==> src/rtl/bus_src_mux_pkg.sv <==
// bus_src_mux_pkg: shared types and helpers for the bus source-select unit.
//   state_t   - transfer FSM states (IDLE, XFER)
//   SEL_NONE  - select code reported when no source word is on the bus
//   next_sel  - successor of a source code, wrapping n -> 1
package bus_src_mux_pkg;

  typedef enum logic [0:0] {
    IDLE = 1'b0,
    XFER = 1'b1
  } state_t;

  localparam int unsigned SEL_NONE = 0;

  // Source codes run 1..n, so the successor of n is 1 (code 0 is never a source).
  function automatic int unsigned next_sel(input int unsigned x, input int unsigned n);
    return (x >= n) ? 32'd1 : x + 32'd1;
  endfunction

endpackage

==> src/rtl/bus_src_mux_sel.sv <==
// bus_src_sel: combinational extraction of one DATA_W source word from the
// flattened source vector.
//   src_flat - NUM_SRC words; code i lives at bits [i*DATA_W-1 : (i-1)*DATA_W]
//   code     - source code; 0 or > NUM_SRC selects nothing
//   data     - selected word, 0 for an invalid code
module bus_src_sel #(
  parameter int DATA_W  = 16,
  parameter int NUM_SRC = 14,
  parameter int SEL_W   = 4
) (
  input  logic [NUM_SRC*DATA_W-1:0] src_flat,
  input  logic [SEL_W-1:0]          code,
  output logic [DATA_W-1:0]         data
);

  always_comb begin
    data = '0;
    for (int unsigned i = 1; i <= NUM_SRC; i++) begin
      if (code == SEL_W'(i)) begin
        data = src_flat[(i-1)*DATA_W +: DATA_W];
      end
    end
  end

endmodule

==> src/rtl/bus_src_mux.sv <==
// bus_src_mux: registered, handshaked source select driving the data bus from
// one of NUM_SRC datapath registers, with burst streaming over consecutive
// source codes (wrapping NUM_SRC -> 1), stall, and select-error reporting.
//   clk, rst   - rising-edge clock, synchronous active-high reset
//   src_flat   - flattened sources, code i at bits [i*DATA_W-1 : (i-1)*DATA_W]
//   req/sel/len- transfer request, first source code, burst length (0 = 1)
//   stall      - freezes an in-progress burst / defers acceptance in IDLE
//   dout       - registered bus word; dout_valid marks transfer words
//   busy       - burst in progress (further requests ignored)
//   sel_err    - one-cycle pulse for a request with an invalid select code
//   cur_sel    - source code of the word on dout, 0 when not valid
// Build option: BUS_SRC_MUX_HOLD_EN keeps the last word on dout while idle;
// otherwise dout reads 0 whenever dout_valid is low.
module bus_src_mux
  import bus_src_mux_pkg::*;
#(
  parameter  int DATA_W  = 16,
  parameter  int NUM_SRC = 14,
  localparam int SEL_W   = $clog2(NUM_SRC + 1)
) (
  input  logic                      clk,
  input  logic                      rst,
  input  logic [NUM_SRC*DATA_W-1:0] src_flat,
  input  logic                      req,
  input  logic [SEL_W-1:0]          sel,
  input  logic [SEL_W-1:0]          len,
  input  logic                      stall,
  output logic [DATA_W-1:0]         dout,
  output logic                      dout_valid,
  output logic                      busy,
  output logic                      sel_err,
  output logic [SEL_W-1:0]          cur_sel
);

  state_t             state;
  logic [SEL_W-1:0]   ptr;
  logic [SEL_W-1:0]   remaining;
  logic [SEL_W-1:0]   code;
  logic [SEL_W-1:0]   next_code;
  logic [SEL_W-1:0]   len_eff;
  logic [DATA_W-1:0]  word;
  logic               sel_ok;
  logic               accept;
  logic               issue;

  // One extractor serves both phases: the request code in IDLE, the running
  // pointer in XFER.
  always_comb begin
    sel_ok    = (sel != '0) && (32'(sel) <= 32'(NUM_SRC));
    len_eff   = (len == '0) ? SEL_W'(1) : len;
    accept    = (state == IDLE) && req && !stall && sel_ok;
    issue     = accept || ((state == XFER) && !stall);
    code      = (state == IDLE) ? sel : ptr;
    next_code = SEL_W'(next_sel(32'(code), NUM_SRC));
  end

  bus_src_sel #(
    .DATA_W  (DATA_W),
    .NUM_SRC (NUM_SRC),
    .SEL_W   (SEL_W)
  ) u_sel (
    .src_flat (src_flat),
    .code     (code),
    .data     (word)
  );

  assign busy = (state == XFER);

  always_ff @(posedge clk) begin
    if (rst) begin
      state      <= IDLE;
      ptr        <= '0;
      remaining  <= '0;
      dout       <= '0;
      dout_valid <= 1'b0;
      sel_err    <= 1'b0;
      cur_sel    <= SEL_W'(SEL_NONE);
    end else begin
      sel_err    <= (state == IDLE) && req && !sel_ok;
      dout_valid <= issue;
      cur_sel    <= issue ? code : SEL_W'(SEL_NONE);
`ifdef BUS_SRC_MUX_HOLD_EN
      if (issue) dout <= word;
`else
      dout <= issue ? word : '0;
`endif
      if (issue) ptr <= next_code;

      // remaining counts words still to issue after the one going out now.
      if (accept) begin
        remaining <= len_eff - SEL_W'(1);
        if (len_eff != SEL_W'(1)) state <= XFER;
      end else if ((state == XFER) && !stall) begin
        remaining <= remaining - SEL_W'(1);
        if (remaining == SEL_W'(1)) state <= IDLE;
      end
    end
  end

endmodule
==> config.mk <==
export PLATFORM = sky130hd
export DESIGN_NAME = bus_src_mux
export DESIGN_NICKNAME = d
export VERILOG_FILES = /design/src/rtl/bus_src_mux_pkg.sv /design/src/rtl/bus_src_mux_sel.sv /design/src/rtl/bus_src_mux.sv
export SDC_FILE = /design/constraint.sdc
export NUM_CORES = 1
export LEC_CHECK = 0
export BUFFER_PORTS_ARGS = -buffer_cell sky130_fd_sc_hd__buf_2
export CAP_MARGIN = 10
export CORE_UTILIZATION = 25
export DETAILED_ROUTE_END_ITERATION = 16
export PLACE_DENSITY = 0.64
export SKIP_LAST_GASP = 1
export SLEW_MARGIN = 20
export SYNTH_ARGS = -nofsm -noshare
export SYNTH_HDL_FRONTEND = slang
export SYNTH_SLANG_ARGS = --single-unit
==> constraint.sdc <==
create_clock -name clk -period 7.2 [get_ports clk]
set_clock_uncertainty 0.2 [all_clocks]
set_input_delay 1.44 -clock clk [delete_from_list [all_inputs] [get_ports clk]]
set_output_delay 1.44 -clock clk [all_outputs]
set_load 0.1 [all_outputs]
# Yosys cells after proc, flatten, opt, wreduce, memory -nomap -nowiden
# Index checks and enable logic that the tools add are counted.
# op_classes
n_eq_ne	17
muxes	23
bitwise	2
n_lt_le_gt_ge	2
reduce_logical	15
addsub	3
# ops
op	n
$mux 16	14
$eq 4x4->1 const B	7
$mux 4	5
$eq 4x3->1 const B	4
$eq 4x1->1 const B	2
$eq 4x2->1 const B	2
$sub 4x1->4 const B	2
$logic_and 1x1->1	6
$add 4x1->4 const B	1
$ge 4x4->1 const B	1
$le 4x4->1 const B	1
$logic_not 4->1	1
$mux 1	4
$ne 4x1->1 const B	1
$reduce_bool 2->1	2
$reduce_bool 4->1	1
$reduce_and 3->1	1
$logic_not 1->1	2
$ne 2x1->1 const B	1
$not 1->1	2
$reduce_or 2->1	1
$logic_or 1x1->1	1
# totals
inputBits	236
word_cells	69
reg_bits	31
output_inout_bits	23

# Depth between registers and ports, before layout
# logic_depth
ltp_word	16
ltp_mapped	12
depth_no_buf	8

# Modules after synthesis
# Synthesis repeated with hierarchy kept, for this count alone.
# unflattened
cells_unflattened	493
area_unflattened_um2	3678.5
# by_module_without_submodules
mod	instances	area_each_um2	cells_per_inst	seq_area_each_um2
bus_src_sel	1	2421.1	374	0.0
bus_src_mux	1	1257.5	119	620.6

# Worst setup path before layout
# No wires, ideal clock.
# synth_timing
path_type	flip-flop to flip-flop
startpoint	register state, in the netlist busy
endpoint	register dout[9]
arrival_ns	3.413
t_required_ns	6.926
setup_slack_ns	3.512
setup_time_ns	0.074
synth_period_minus_slack_ns	3.688
path_stages_with_launch	13
n_path_buf	4
path_cell_list	dfxtp_1 > buf_4 > buf_4 > mux2i_1 > inv_1 > ha_1 > buf_2 > nor2b_1 > clkbuf_1 > a221oi_1 > o32ai_1 > o2111ai_1 > a31oi_1
# synth_via
elab_chain_len	16
elab_cells_between_ends	37
cone_classes	eq/ne: 14; mux: 15; bitwise: 2; reduce/logical: 6
# synth_lines
element	line	text
from (decl)	bus_src_mux.sv:35	state_t state;
from (signal assigned)	bus_src_mux.sv:71	state <= IDLE;
from (signal assigned)	bus_src_mux.sv:92	if (len_eff != SEL_W'(1)) state <= XFER;
from (signal assigned)	bus_src_mux.sv:95	if (remaining == SEL_W'(1)) state <= IDLE;
$mux 4 *	bus_src_mux.sv:53	code = (state == IDLE) ? sel : ptr;
net code[1]	bus_src_mux.sv:38	logic [SEL_W-1:0] code;
$eq 4x1->1	bus_src_mux_sel.sv:19	if (code == SEL_W'(i)) begin
$mux 16 (13 in a row)	bus_src_mux_sel.sv:19	
$mux 16 *	bus_src_mux_sel.sv:19	
to (signal assigned)	bus_src_mux.sv:85	dout <= issue ? word : '0;
to (decl)	bus_src_mux.sv:28	output logic [DATA_W-1:0] dout,
# The timed path passes the listed nets; every way through them passes the cells marked *.
# A chain may end at the register's enable or synchronous reset.

# Final worst setup path
# layout_timing
startpoint	input port sel[0]
endpoint	register dout[11]
# layout_via
elab_chain_len	16
elab_cells_between_ends	36
cone_classes	order compare: 1; eq/ne: 14; mux: 15; bitwise: 1; reduce/logical: 5
# layout_lines
element	line	text
from (decl)	bus_src_mux.sv:25	input logic [SEL_W-1:0] sel,
$mux 4 *	bus_src_mux.sv:53	
net code[0]	bus_src_mux.sv:38	
$eq 4x1->1	bus_src_mux_sel.sv:19	
$mux 16 (13 in a row)	bus_src_mux_sel.sv:19	
$mux 16 *	bus_src_mux_sel.sv:19	
# Marks and branches as above.

==> results.py <==
metrics = {
    "cts": {
        "post_cts_resized": 0,
        "htree_levels": 2,
        "cts_setup_buffers": 0,
        "ctsHoldBuffers": 0,
        "clkSinkCount": 31,
        "clk_latency_ns": 0.29,
        "cts_buffer_depth": 2,
        "cts.reportedPaths.clkPinSlew_ns": 0.06,
        "root_buffer": "clkbuf_16",
        "numCtsBuffers": 5,
        "cts_tree": "done",
    },
    "sta": {
        "fin_setup_tns_ns": 0,
        "fmax_mhz": 216,
        "layout_worst_path_cycle_share": 0.644,
        "drv_slew": 0,
        "finalHoldViolCount": 0,
        "period_minus_slack_ns": 4.64,
        "max_slew_margin": 0.306,
        "worst_pin_slew_ns": 1.04,
        "rsz0062_at_grt": "false",
        "finalSetupViolCount": 0,
    },
    "logic_synthesis": {
        "synth-compound-area-share": 0.505,
        "ys.flop_type": "dfxtp_1",
        "syn-num-nets": 719,
        "ys_warn_count": 0,
        "synth_edf_count": 0,
        "synthArstFlopShare": 0,
        "muxShareOfSynthArea": 0.0109,
        "yosys.area_share.adder": 0.0272,
        "ys_seq_area_frac": 0.168,
        "yosys.area_share.simple": 0.187,
        "synth_xor_area_frac": 0.00951,
        "synth_cell_types": 75,
        "syn_area_um2": 3680,
        "synth_top_family_by_area": "compound AO/OA/AOI/OAI gates",
        "ys_ff_latch": 31,
        "synth.avg_cell_area_um2": 7.76,
        "syn_inst": 475,
    },
    "detailed_routing": {
        "routed.top_layer": "met5",
        "drc": 0,
        "wl_met2_um": 7920,
        "dr_wl_met3_um": 2110,
        "postRouteAntennaNets": 0,
        "finalWirelength_um": 18600,
        "via_count": 5179,
        "drt_iter0_markers": 722,
        "dr.pass1.iters": 7,
        "vias_per_cell": 5.89,
        "drt-wirelength-per-cell_um": 21.2,
        "drt-met1-wl_um": 8020,
    },
    "placed_design": {
        "numPortBuffers": 258,
        "dp.final_hpwl_um": 14700,
        "gp_congestion": 0.894,
        "dp.cells": 870,
    },
    "floorplanning": {
        "core-area_um2": 14500,
        "start_util": 0.254,
        "fp.dieW_um": 123,
        "die_area_um2": 15200,
        "rows": 44,
        "num_io_pins": 259,
        "die_h_um": 123,
    },
    "critical_path": {
        "crit_path_start_kind": "input pin",
        "crit_family": "compound AO/OA/AOI/OAI gates",
        "worstPathArrival_ns": 4.60,
        "rr_endpoint": "dout[11]$_SDFF_PP0_",
        "crit_fanout": 28,
        "crit_path_max_incr_delay_ns": 0.73,
        "crit_chain": "buf_2 -> mux2i_1 -> inv_1 -> ha_1 -> buf_4 -> clkinv_1 -> a21oi_2 -> a21oi_1 -> o2111ai_1 -> a31oi_1",
        "r2r-start": "busy$_SDFFE_PP0P_",
        "critPathRequiredTime_ns": 7.16,
        "rrSetupSlack_ns": 3.24,
        "r2r_cells": 9,
        "critPathKind": "input pin to flip-flop",
        "critPathCaptureType": "flip-flop",
        "slowest_stage": "a21oi_2",
        "cp_num_buf_inv": 4,
    },
    "final_layout": {
        "nets": 937,
        "final_common_cell": "buf_2",
        "finalNonFillerCells": 879,
        "area_growth_pct": 39.4,
        "drive_above_1_share": 0.429,
        "most-common-layout-cells": "buf_2, a21oi_1, nor2_1, dfxtp_1, a221oi_1",
    },
    "global_routing": {
        "gr-usage-all-layers": 0.233,
        "antenna_found_initial": 2,
        "grt_pass1_vias": 4679,
        "grt_pass1_wl_um": 26700,
        "grt_overflow_total": 0,
        "grt_max_degree": 51,
    },
    "min_path": {
        "min_to": "ptr[0]$_SDFFE_PP0P_",
        "worstHoldStart": "ptr[0]$_SDFFE_PP0P_",
        "whs_path_depth": 2,
        "hp-class": "flip-flop to flip-flop",
    },
    "power_and_ir_drop": {
        "p_leak_nw": 2.12,
        "peakVddDrop_mv": 0.0889,
        "p_per_area_nw_per_um2": 155,
    },
    "outcome": {
        "run_status": "finished clean",
    },
    "flow_run": {
        "maxCapViolations": 0,
    },
}
==> where the power goes <==
| group | switching [mW] | internal, mW | leakage [nW] |
|---|---|---|---|
| Combinational | 0.225 | 0.132 | 1.79 |
| Sequential | 0.00838 | 0.182 | 0.253 |
| Clock | 0.0875 | 0.163 | 0.0838 |
==> worst min-delay path: stages (launching register included) <==
cell	delay, ns
dfxtp_1	0.31
inv_1	0.05
a221oi_1	0.06
==> stage by stage <==
step / utilization / power, mW / hold WS [ns] / setup WS (ns) / area (um2)
6_report: 0.355 / 0.799 / 0.279 / 2.56 / 5140
5_1_grt: 0.355 / 0.836 / 0.305 / 2.27 / 5140
4_1_cts: 0.355 / 0.797 / 0.283 / 2.60 / 5130
3_5_place_dp: 0.343 / 0.545 / 0.273 / 2.31 / 4970
3_3_place_gp: 0.343 / 0.547 / 0.280 / 2.15 / 4960
2_1_floorplan: - / 0.421 / 0.247 / 3.51 / 3680
==> kinds of logic (layout without fill, tap and decap cells) <==
| kind of cell | after synthesis | in the layout |
|---|---|---|
| flip-flops | 31 | 31 |
| AO/OA/AOI/OAI | 244 | 244 |
| other | 0 | 1 |
| AND/OR/NAND/NOR | 117 | 117 |
| adder cells (fa/ha/maj) | 8 | 8 |
| buffers and inverters | 67 | 286 |
| multiplexers | 4 | 4 |
| XOR/XNOR | 4 | 4 |
==> synthesized netlist by cell type, types with 3 or more instances <==
| cell | instances | share of area |
|---|---|---|
| nand2b_1 | 13 | 0.022 |
| o2111ai_1 | 12 | 0.029 |
| a22o_1 | 3 | 0.0071 |
| o22ai_1 | 8 | 0.014 |
| or3_1 | 3 | 0.0051 |
| nor2b_1 | 4 | 0.0068 |
| o32a_1 | 10 | 0.027 |
| nand3_1 | 5 | 0.0068 |
| o21ai_2 | 3 | 0.0071 |
| a22oi_1 | 15 | 0.031 |
| o21bai_1 | 10 | 0.020 |
| nand3_2 | 7 | 0.019 |
| a222oi_1 | 13 | 0.035 |
| o21ai_0 | 15 | 0.020 |
| buf_6 | 4 | 0.012 |
| inv_1 | 14 | 0.014 |
| o311ai_0 | 11 | 0.026 |
| buf_2 | 11 | 0.015 |
| nor2_1 | 36 | 0.037 |
| ha_1 | 8 | 0.027 |
| clkbuf_1 | 24 | 0.024 |
| buf_4 | 7 | 0.014 |
| nor4b_1 | 4 | 0.0095 |
| a211oi_1 | 8 | 0.016 |
| a221o_1 | 3 | 0.0081 |
| mux2i_1 | 4 | 0.011 |
| a2bb2oi_1 | 3 | 0.0071 |
| a221oi_1 | 24 | 0.057 |
| dfxtp_1 | 31 | 0.17 |
| nand3b_1 | 7 | 0.014 |
| a31oi_1 | 11 | 0.019 |
| nor3_1 | 5 | 0.0068 |
| o211ai_1 | 13 | 0.026 |
| a21oi_1 | 47 | 0.064 |
| o32ai_1 | 13 | 0.031 |
| o221a_2 | 3 | 0.0092 |
| nand2_1 | 11 | 0.011 |
| buf_1 | 4 | 0.0041 |
==> state kept, by name, indices dropped and copies added (netlist names) <==
name        cells
cur_sel         4
ptr             4
dout           16
busy            1
remaining       4
sel_err         1
dout_valid      1
==> final cells by class <==
class | count | area [um2]
fillers | 1570 | 9340
multi-input cells | 377 | 2730
repair buffers | 262 | 1320
flip-flops and latches | 31 | 621
well taps | 184 | 230
clock buffers | 5 | 125
inverters | 16 | 62.6
clock inverters | 3 | 43.8
diodes | 1 | 2.50
==> worst max path at each step <==
stage                                 start             endpoint  slack (ns)  cells after the start
after floorplan           busy$_SDFFE_PP0P_   dout[9]$_SDFF_PP0_        3.51                     12
after global placement               sel[1]   dout[0]$_SDFF_PP0_        2.15                      9
after detailed placement             sel[0]  dout[11]$_SDFF_PP0_        2.31                     10
after CTS                            sel[0]  dout[11]$_SDFF_PP0_        2.60                     10
after global routing                 sel[1]  dout[11]$_SDFF_PP0_        2.27                     10
final                                sel[0]  dout[11]$_SDFF_PP0_        2.56                     10
==> metal layers <==
metal | vias up | global-route usage
met5 | - | 0
li1 | 2392 | -
met3 | 44 | 0.0521
met1 | 2384 | 0.336
met4 | 2 | 0.0821
met2 | 357 | 0.334
Power figures use the tool's default switching activity.
